==> src/rtl/slv_guard_recovery_ctrl.sv <==
// slv_guard_recovery_ctrl: isolates, drains, resets, holds off and re-opens a guarded AXI subordinate after a timeout
module slv_guard_recovery_ctrl #(
  parameter int CntWidth    = 10,
  parameter int OutstWidth  = 5,
  parameter int RstTimeout  = 256,
  parameter int RecCntWidth = 8
) (
  input  logic                   clk_i,
  input  logic                   rst_ni,
  input  logic                   enable_i,
  input  logic                   rst_req_i,
  input  logic [CntWidth-1:0]    drain_budget_i,
  input  logic [CntWidth-1:0]    holdoff_i,
  input  logic                   sw_clear_i,
  input  logic                   aw_hs_i,
  input  logic                   ar_hs_i,
  input  logic                   b_hs_i,
  input  logic                   r_last_hs_i,
  output logic                   isolate_o,
  output logic                   slv_rst_req_o,
  input  logic                   rst_stat_i,
  output logic                   guard_clear_o,
  output logic                   irq_o,
  output logic                   fail_o,
  output logic                   busy_o,
  output logic [2:0]             state_o,
  output logic [RecCntWidth-1:0] rec_cnt_o
);
  typedef enum logic [2:0] {IDLE, ISOLATE, DRAIN, RST_ASSERT, RST_RELEASE, HOLDOFF, CLEAR, FAIL} state_e;
  localparam int RtW = $clog2(RstTimeout + 1);
  state_e state;
  logic [CntWidth-1:0] timer;
  logic [RtW-1:0] rst_cnt;
  logic [OutstWidth-1:0] wr_outst, rd_outst, wr_next, rd_next;
  logic rst_to, timer_done, drained;
  always_comb begin
    wr_next = (aw_hs_i && !b_hs_i && !(&wr_outst)) ? wr_outst + 1'b1 :
              (b_hs_i && !aw_hs_i && |wr_outst) ? wr_outst - 1'b1 : wr_outst;
    rd_next = (ar_hs_i && !r_last_hs_i && !(&rd_outst)) ? rd_outst + 1'b1 :
              (r_last_hs_i && !ar_hs_i && |rd_outst) ? rd_outst - 1'b1 : rd_outst;
  end
  assign rst_to     = rst_cnt == RtW'(RstTimeout - 1);
  // timer value 1 means this is the last counted cycle; 0 means a zero budget
  assign timer_done = ~|timer[CntWidth-1:1];
  assign drained    = ~|wr_next && ~|rd_next;
  assign state_o    = state;
  assign busy_o     = state != IDLE;
  always_ff @(posedge clk_i or negedge rst_ni) begin
    if (!rst_ni) begin
      state         <= IDLE;
      timer         <= '0;
      rst_cnt       <= '0;
      wr_outst      <= '0;
      rd_outst      <= '0;
      isolate_o     <= 1'b0;
      slv_rst_req_o <= 1'b0;
      guard_clear_o <= 1'b0;
      irq_o         <= 1'b0;
      fail_o        <= 1'b0;
      rec_cnt_o     <= '0;
    end else begin
      wr_outst      <= wr_next;
      rd_outst      <= rd_next;
      guard_clear_o <= 1'b0;
      rst_cnt       <= rst_cnt + 1'b1;
      if (sw_clear_i) irq_o <= 1'b0;
      case (state)
        IDLE: if (enable_i && rst_req_i) begin
          state     <= ISOLATE;
          isolate_o <= 1'b1;
          irq_o     <= 1'b1;
        end
        ISOLATE: begin
          state <= DRAIN;
          timer <= drain_budget_i;
        end
        DRAIN: if (drained || timer_done) begin
          state         <= RST_ASSERT;
          slv_rst_req_o <= 1'b1;
          rst_cnt       <= '0;
        end else timer <= timer - 1'b1;
        RST_ASSERT: if (rst_stat_i) begin
          state         <= RST_RELEASE;
          slv_rst_req_o <= 1'b0;
          rst_cnt       <= '0;
          wr_outst      <= '0;
          rd_outst      <= '0;
        end else if (rst_to) begin
          state         <= FAIL;
          slv_rst_req_o <= 1'b0;
          fail_o        <= 1'b1;
          irq_o         <= 1'b1;
        end
        RST_RELEASE: if (!rst_stat_i) begin
          state <= HOLDOFF;
          timer <= holdoff_i;
        end else if (rst_to) begin
          state  <= FAIL;
          fail_o <= 1'b1;
          irq_o  <= 1'b1;
        end
        HOLDOFF: if (timer_done) begin
          state         <= CLEAR;
          guard_clear_o <= 1'b1;
          if (!(&rec_cnt_o)) rec_cnt_o <= rec_cnt_o + 1'b1;
        end else timer <= timer - 1'b1;
        CLEAR: begin
          state     <= IDLE;
          isolate_o <= 1'b0;
        end
        FAIL: if (sw_clear_i) begin
          state     <= IDLE;
          fail_o    <= 1'b0;
          isolate_o <= 1'b0;
        end
        default: state <= IDLE;
      endcase
    end
  end
endmodule
==> config.mk <==
export PLATFORM = sky130hd
export DESIGN_NAME = slv_guard_recovery_ctrl
export DESIGN_NICKNAME = d
export VERILOG_FILES = /design/src/rtl/slv_guard_recovery_ctrl.sv
export SDC_FILE = /design/constraint.sdc
export NUM_CORES = 1
export LEC_CHECK = 0
export CORE_AREA = 5 5 86 88
export CTS_CLUSTER_DIAMETER = 40
export DETAILED_ROUTE_END_ITERATION = 7
export DIE_AREA = 0 0 91 93
export HOLD_SLACK_MARGIN = 0.1
export PLACE_DENSITY = 0.65
export SLEW_MARGIN = 20
export SYNTH_ARGS = -nofsm -noshare
export SYNTH_HDL_FRONTEND = slang
export SYNTH_SLANG_ARGS = --single-unit
==> constraint.sdc <==
create_clock -name clk_i -period 4.17 [get_ports clk_i]
set_input_delay 0.834 -clock clk_i [delete_from_list [all_inputs] [get_ports clk_i]]
set_output_delay 0.834 -clock clk_i [all_outputs]
set_load 0.05 [all_outputs]
======== Word level (Yosys, flattened, before mapping) ========
Index checks and enable logic that the tools add are counted.
storage, ports and cells
  input port bits ......................... 30
  bits in latches ......................... 0
  logic and storage cells ................. 120
  memories ................................ 0
  output and inout bits ................... 17
  memory bits (read-only) ................. 0
  register bits ........................... 45
  memory bits (writable) .................. 0
operators by class
  reductions and logical operators ........ 40
  muxes and demuxes ....................... 42
  shift-type cells ........................ 0
  equal/unequal tests ..................... 18
  multipliers ............................. 0
  order comparisons ....................... 0
  add/subtract/negate cells ............... 7
  bitwise gates (word level) .............. 2
  divide/modulo/power cells ............... 0
operator list
  kind                                                 count
  two-way mux 5 bit                                    8
  one-hot mux 10 bit (4 select lines)                  1
  two-way mux 10 bit                                   3
  one-hot mux 3 bit (8 select lines)                   1
  two-way mux 3 bit                                    7
  OR reduction 5 bit                                   4
  two-way mux 9 bit                                    2
  inequality test 2 bit, second input constant         9
  one-hot mux 9 bit (2 select lines)                   1
  two-way mux 1 bit                                    15
  equality test 3 bit, second input constant           4
  AND reduction 4 bit                                  3
  adder 5 x 1 -> 5 bit, second input constant          2
  logical AND 1 bit                                    10
  AND reduction 5 bit                                  2
  subtractor 10 x 1 -> 10 bit, second input constant   1
  subtractor 5 x 1 -> 5 bit, second input constant     2
  adder 9 x 1 -> 9 bit, second input constant          1
  equality test 9 x 8 -> 1 bit, second input constant  1
  logical NOT 1 bit                                    9
  one-hot mux 1 bit (3 select lines)                   3
  AND reduction 3 bit                                  3
  nonzero test 3 bit                                   3
  OR reduction 9 bit                                   1
  11 further kinds                                     13

======== Logic depth before layout (Yosys ltp) ========
  depth after elaboration ................. 11
  depth in mapped cells ................... 11
  gate-level depth less buffers ........... 10

======== Least setup slack after synthesis ========
Ideal clock, no wire load.
  kind .................................... reg-to-reg
  start ................................... register wr_outst[0]
  end ..................................... register timer[2]
  required time ........................... 4,045 ps
  slack ................................... 939 ps
  path buffers ............................ 1
  arrival ................................. 3,106 ps
  clock period less this slack ............ 3,231 ps
  setup time .............................. 125 ps
  cell stages (with the launch flop) ...... 12
  cells stage by stage .................... dfrtp_1 -> ha_1 -> and3_1 -> ha_1 -> nor3b_1 -> and3_1 -> o32ai_1 -> or4_4 -> o21ai_0 -> and3_1 -> buf_4 -> mux2_2
between the ends
  longest elaborated chain between the ends .. 10
  elaborated cells on any way between the ends .. 15
ends and longest elaborated chain
  item                                                               RTL line  source
  start: declaration                                                 34        logic [OutstWidth-1:0] wr_outst, rd_outst, wr_next, rd_next;
  start signal: assignment                                           62        wr_outst <= wr_next;
  branches (longest 3 deep; another with subtractor 5 x 1 -> 5 bit)  -
  two-way mux 5 bit (*)                                              37        wr_next = (aw_hs_i && !b_hs_i && !(&wr_outst)) ? wr_outst + 1'b1 :
  OR reduction 5 bit (*)                                             45        assign drained = ~|wr_next && ~|rd_next;
  logical NOT 1 bit (*)                                              45
  logical AND 1 bit (*)                                              45
  logical OR 1 bit (*)                                               77        DRAIN: if (drained || timer_done) begin
  inequality test 2 bit (no source line) (*)                         -
  AND reduction 4 bit (no source line) (*)                           -
  end signal: assignment                                             75        timer <= drain_budget_i;
  end signal: assignment                                             81        end else timer <= timer - 1'b1;
  end signal: assignment                                             96        timer <= holdoff_i;
  end: declaration                                                   32        logic [CntWidth-1:0] timer;
Mark *: on every way between the ends.
A chain may end at the register's enable or synchronous reset.

======== Final worst setup path ========
  start ................................... register wr_outst[0]
  end ..................................... register rst_cnt[2]
between the ends
  longest elaborated chain between the ends .. 10
  elaborated cells on any way between the ends .. 15
ends and longest elaborated chain
  item                                                               RTL line  source
  branches (longest 3 deep; another with subtractor 5 x 1 -> 5 bit)  -
  two-way mux 5 bit (*)                                              37
  OR reduction 5 bit (*)                                             45
  logical NOT 1 bit (*)                                              45
  logical AND 1 bit (*)                                              45
  logical OR 1 bit (*)                                               77
  two-way mux 9 bit (*)                                              77
  one-hot mux 9 bit (2 select lines) (*)                             67        case (state)
  end signal: assignment                                             65        rst_cnt <= rst_cnt + 1'b1;
  end: declaration                                                   33        logic [RtW-1:0] rst_cnt;
Marks and branches as above.

==> impl_metrics.tcl <==
set metrics [dict create \
    htreeDepth 2 \
    path_delay_family "simple AND/OR/NAND/NOR gates" \
    area_growth_pct 22.82 \
    final_cell_mix "dfrtp_1, clkdlybuf4s50_1, nand2_1" \
    synth_area_leaders "dfrtp_1, nand2_1, ha_1" \
    synthXorXnorAreaFrac_pct 5.869 \
    clkSlewWorstSetupHoldPaths_ns 0.08 \
    dr_total_vias 2566 \
    antenna_found_initial 0 \
    synth_compound_area_share_pct 19.59 \
    async_flop_share_pct 100.0 \
    crit_type "reg2reg" \
    final_util_pct 53.01 \
    core_um2 6569 \
    worst_setup_path_start_kind "flop" \
    die-area_um2 8463 \
    synth_fa_ha_area_share_pct 4.413 \
    status "finished, final reports clean" \
    fp.dieW_um 91 \
    synth_cell_types 60 \
    avgSynthCellArea_um2 8.972 \
    cts_sinks 45 \
    fin_skew_ns 0.007433 \
    leakagePower_uw 0.001460 \
    cts_resized 0 \
    synth_cells 316 \
    drt_iter0_drc 208 \
    post_cts_buffers 0 \
    grt_busiest_layer "met2" \
    syn_area_um2 2835 \
    synth_edf_count 0 \
    wl_um 7014 \
    crit_fanout 9 \
    grt_max_degree 46 \
    final_nets 403 \
    synth_top_area_share_pct 39.72 \
    yosysSeqAreaShare_pct 39.72 \
    synth.area.mux_share_pct 2.295 \
    io_pins 47 \
    max_freq_mhz 276.3 \
    worstMarginPinSlew_ns 0.7324 \
    cts_max_path_buffers 2 \
    yosysTopAreaCell "dfrtp_1" \
    fin_setup_tns_ns 0 \
    ir_drop_mv 0.4407 \
    wl_per_cell_um 15.80 \
    cp.required_ns 4.34 \
    synth_warnings 0 \
    cp_data_arrival_time_ns 3.79 \
    end_kind "flop" \
    dp_hpwl_um 5097 \
    start_util_pct 43.16 \
    firstDrtPassIters 4 \
    hp-class "reg2reg" \
    synthFlopType "dfrtp_1" \
    fin_crit_ns 3.619 \
    antenna_cells 0 \
    crit_buf_inv 0 \
    met2_usage_pct 28.43 \
    cts_hold_buf 0 \
    die_y_um 93 \
    hold_viol 0 \
    crit_path_max_incr_delay_ns 0.54 \
    finalSetupViolCount 0 \
    maxCapViolCount 0 \
    grt_pass1_wl_um 11900 \
    slew_headroom_pct 50.99 \
    clk_latency_ns 0.29 \
    root_buffer "clkbuf_8" \
    slowest_stage "nor3b_1" \
    syn_nets 356 \
    drc 0 \
    grt_setup_unrepaired "false" \
    numCtsBuffers 5 \
    gp_congestion 0.8471 \
    cp_cell_sequence "ha_1 > and3_1 > ha_1 > nor3b_1 > and3_1 > o32ai_1 > or4_4 > or3_1 > a31oi_4 > nor2_1" \
    detail-route-antenna-nets 0 \
    pwr_density_cell_nw_per_um2 691.8 \
    rows 30 \
    fin_crit_sh_pct 86.79 \
    use_met1_pct 21.56 \
    layout-drive-gt1-share_pct 7.418 \
    drv_slew 0 \
    ys_seq_elements 45 \
    synthSimpleGateAreaFrac_pct 24.49 \
    grt_pass1_vias 2559 \
    overflow 0 \
    grt_util_all_layers_pct 16.87 \
    cts_tree "yes" \
    via_per_inst 5.779 \
    use_met3_pct 4.023 \
    io_buffers 46 \
    synth_top_family_by_area "simple AND/OR/NAND/NOR gates" \
]
-- worst paths after layout --
| path | cells past startpoint | slack [ns] | end | start |
|---|---|---|---|---|
| max | 10 | 0.55 | rst_cnt[2] | wr_outst[0] |
| min in group asynchronous | 1 | 0.53 | rst_cnt[5] | rst_ni |
| min | 1 | 0.49 | rec_cnt_o[5] | rec_cnt_o[5] |
| min reg2reg | 1 | 0.49 | rec_cnt_o[5] | rec_cnt_o[5] |
| max in group asynchronous | 1 | 3.23 | timer[0] | rst_ni |
| max reg2reg | 10 | 0.55 | rst_cnt[2] | wr_outst[0] |
-- stage by stage --
stage	instances	total power [µW]	setup slack (ns)	hold WS, ns	cell area (µm²)
global placement	436	2047	0.3773	0.4776	3363
CTS	444	2419	0.5715	0.4931	3480
detailed placement	436	2066	0.2938	0.4784	3363
global route	444	2612	0.2700	0.5076	3482
finish	444	2409	0.5509	0.4911	3482
floorplan	316	1732	0.9394	0.4479	2835
-- state kept, by name, summed over array words and instances (netlist names) --
name / flops
timer: 10
isolate_o: 1
irq_o: 1
guard_clear_o: 1
wr_outst: 5
fail_o: 1
rst_cnt: 9
rd_outst: 5
slv_rst_req_o: 1
rec_cnt_o: 8
state_o: 3
-- cell type report --
type / instances / area, µm²
Sequential cell: 45 / 1126
Clock inverter: 1 / 30.03
Timing Repair Buffer: 48 / 473.0
Clock buffer: 7 / 86.33
Fill cell: 605 / 3087
Tap cell: 80 / 100.1
Inverter: 16 / 60.06
Multi-Input combinational cell: 247 / 1607
-- power by group --
part	total [µW]	leakage [µW]	internal [µW]	switching, µW
Sequential	831	0.000577	602	228
Combinational	1240	0.000824	538	700
Clock	340	0.0000585	195	145
-- cells by family (layout without fill, tap and decap cells) --
group	after synthesis	count (layout)
buffers and inverters	24	72
AND/OR/NAND/NOR	136	136
XOR/XNOR	19	19
adder cells (fa/ha/maj)	10	10
AO/OA/AOI/OAI	76	76
flip-flops	45	45
multiplexers	6	6
-- cells in the mapped netlist, types with 4 or more instances --
master    instances
o21a_1            4
and3_1            8
nor2_1           33
nand4_1           5
dfrtp_1          45
mux2_2            4
ha_1             10
o21ai_0          14
a211oi_1          5
nand2_1          34
inv_1            15
xor2_1            6
a21oi_1          12
nand2b_1          4
clkbuf_1          5
nand3_1          14
nor3_1           13
nor2b_1           4
a221oi_1          4
xnor2_1          13
-- routing by layer --
metal / vias to the layer above / part of all wire, %
met5: - / 0
met4: 0 / 0.93
met3: 7 / 6.0
met2: 70 / 49
met1: 1235 / 44
li1: 1254 / -
Note: power is estimated with default switching activity, not from simulation.
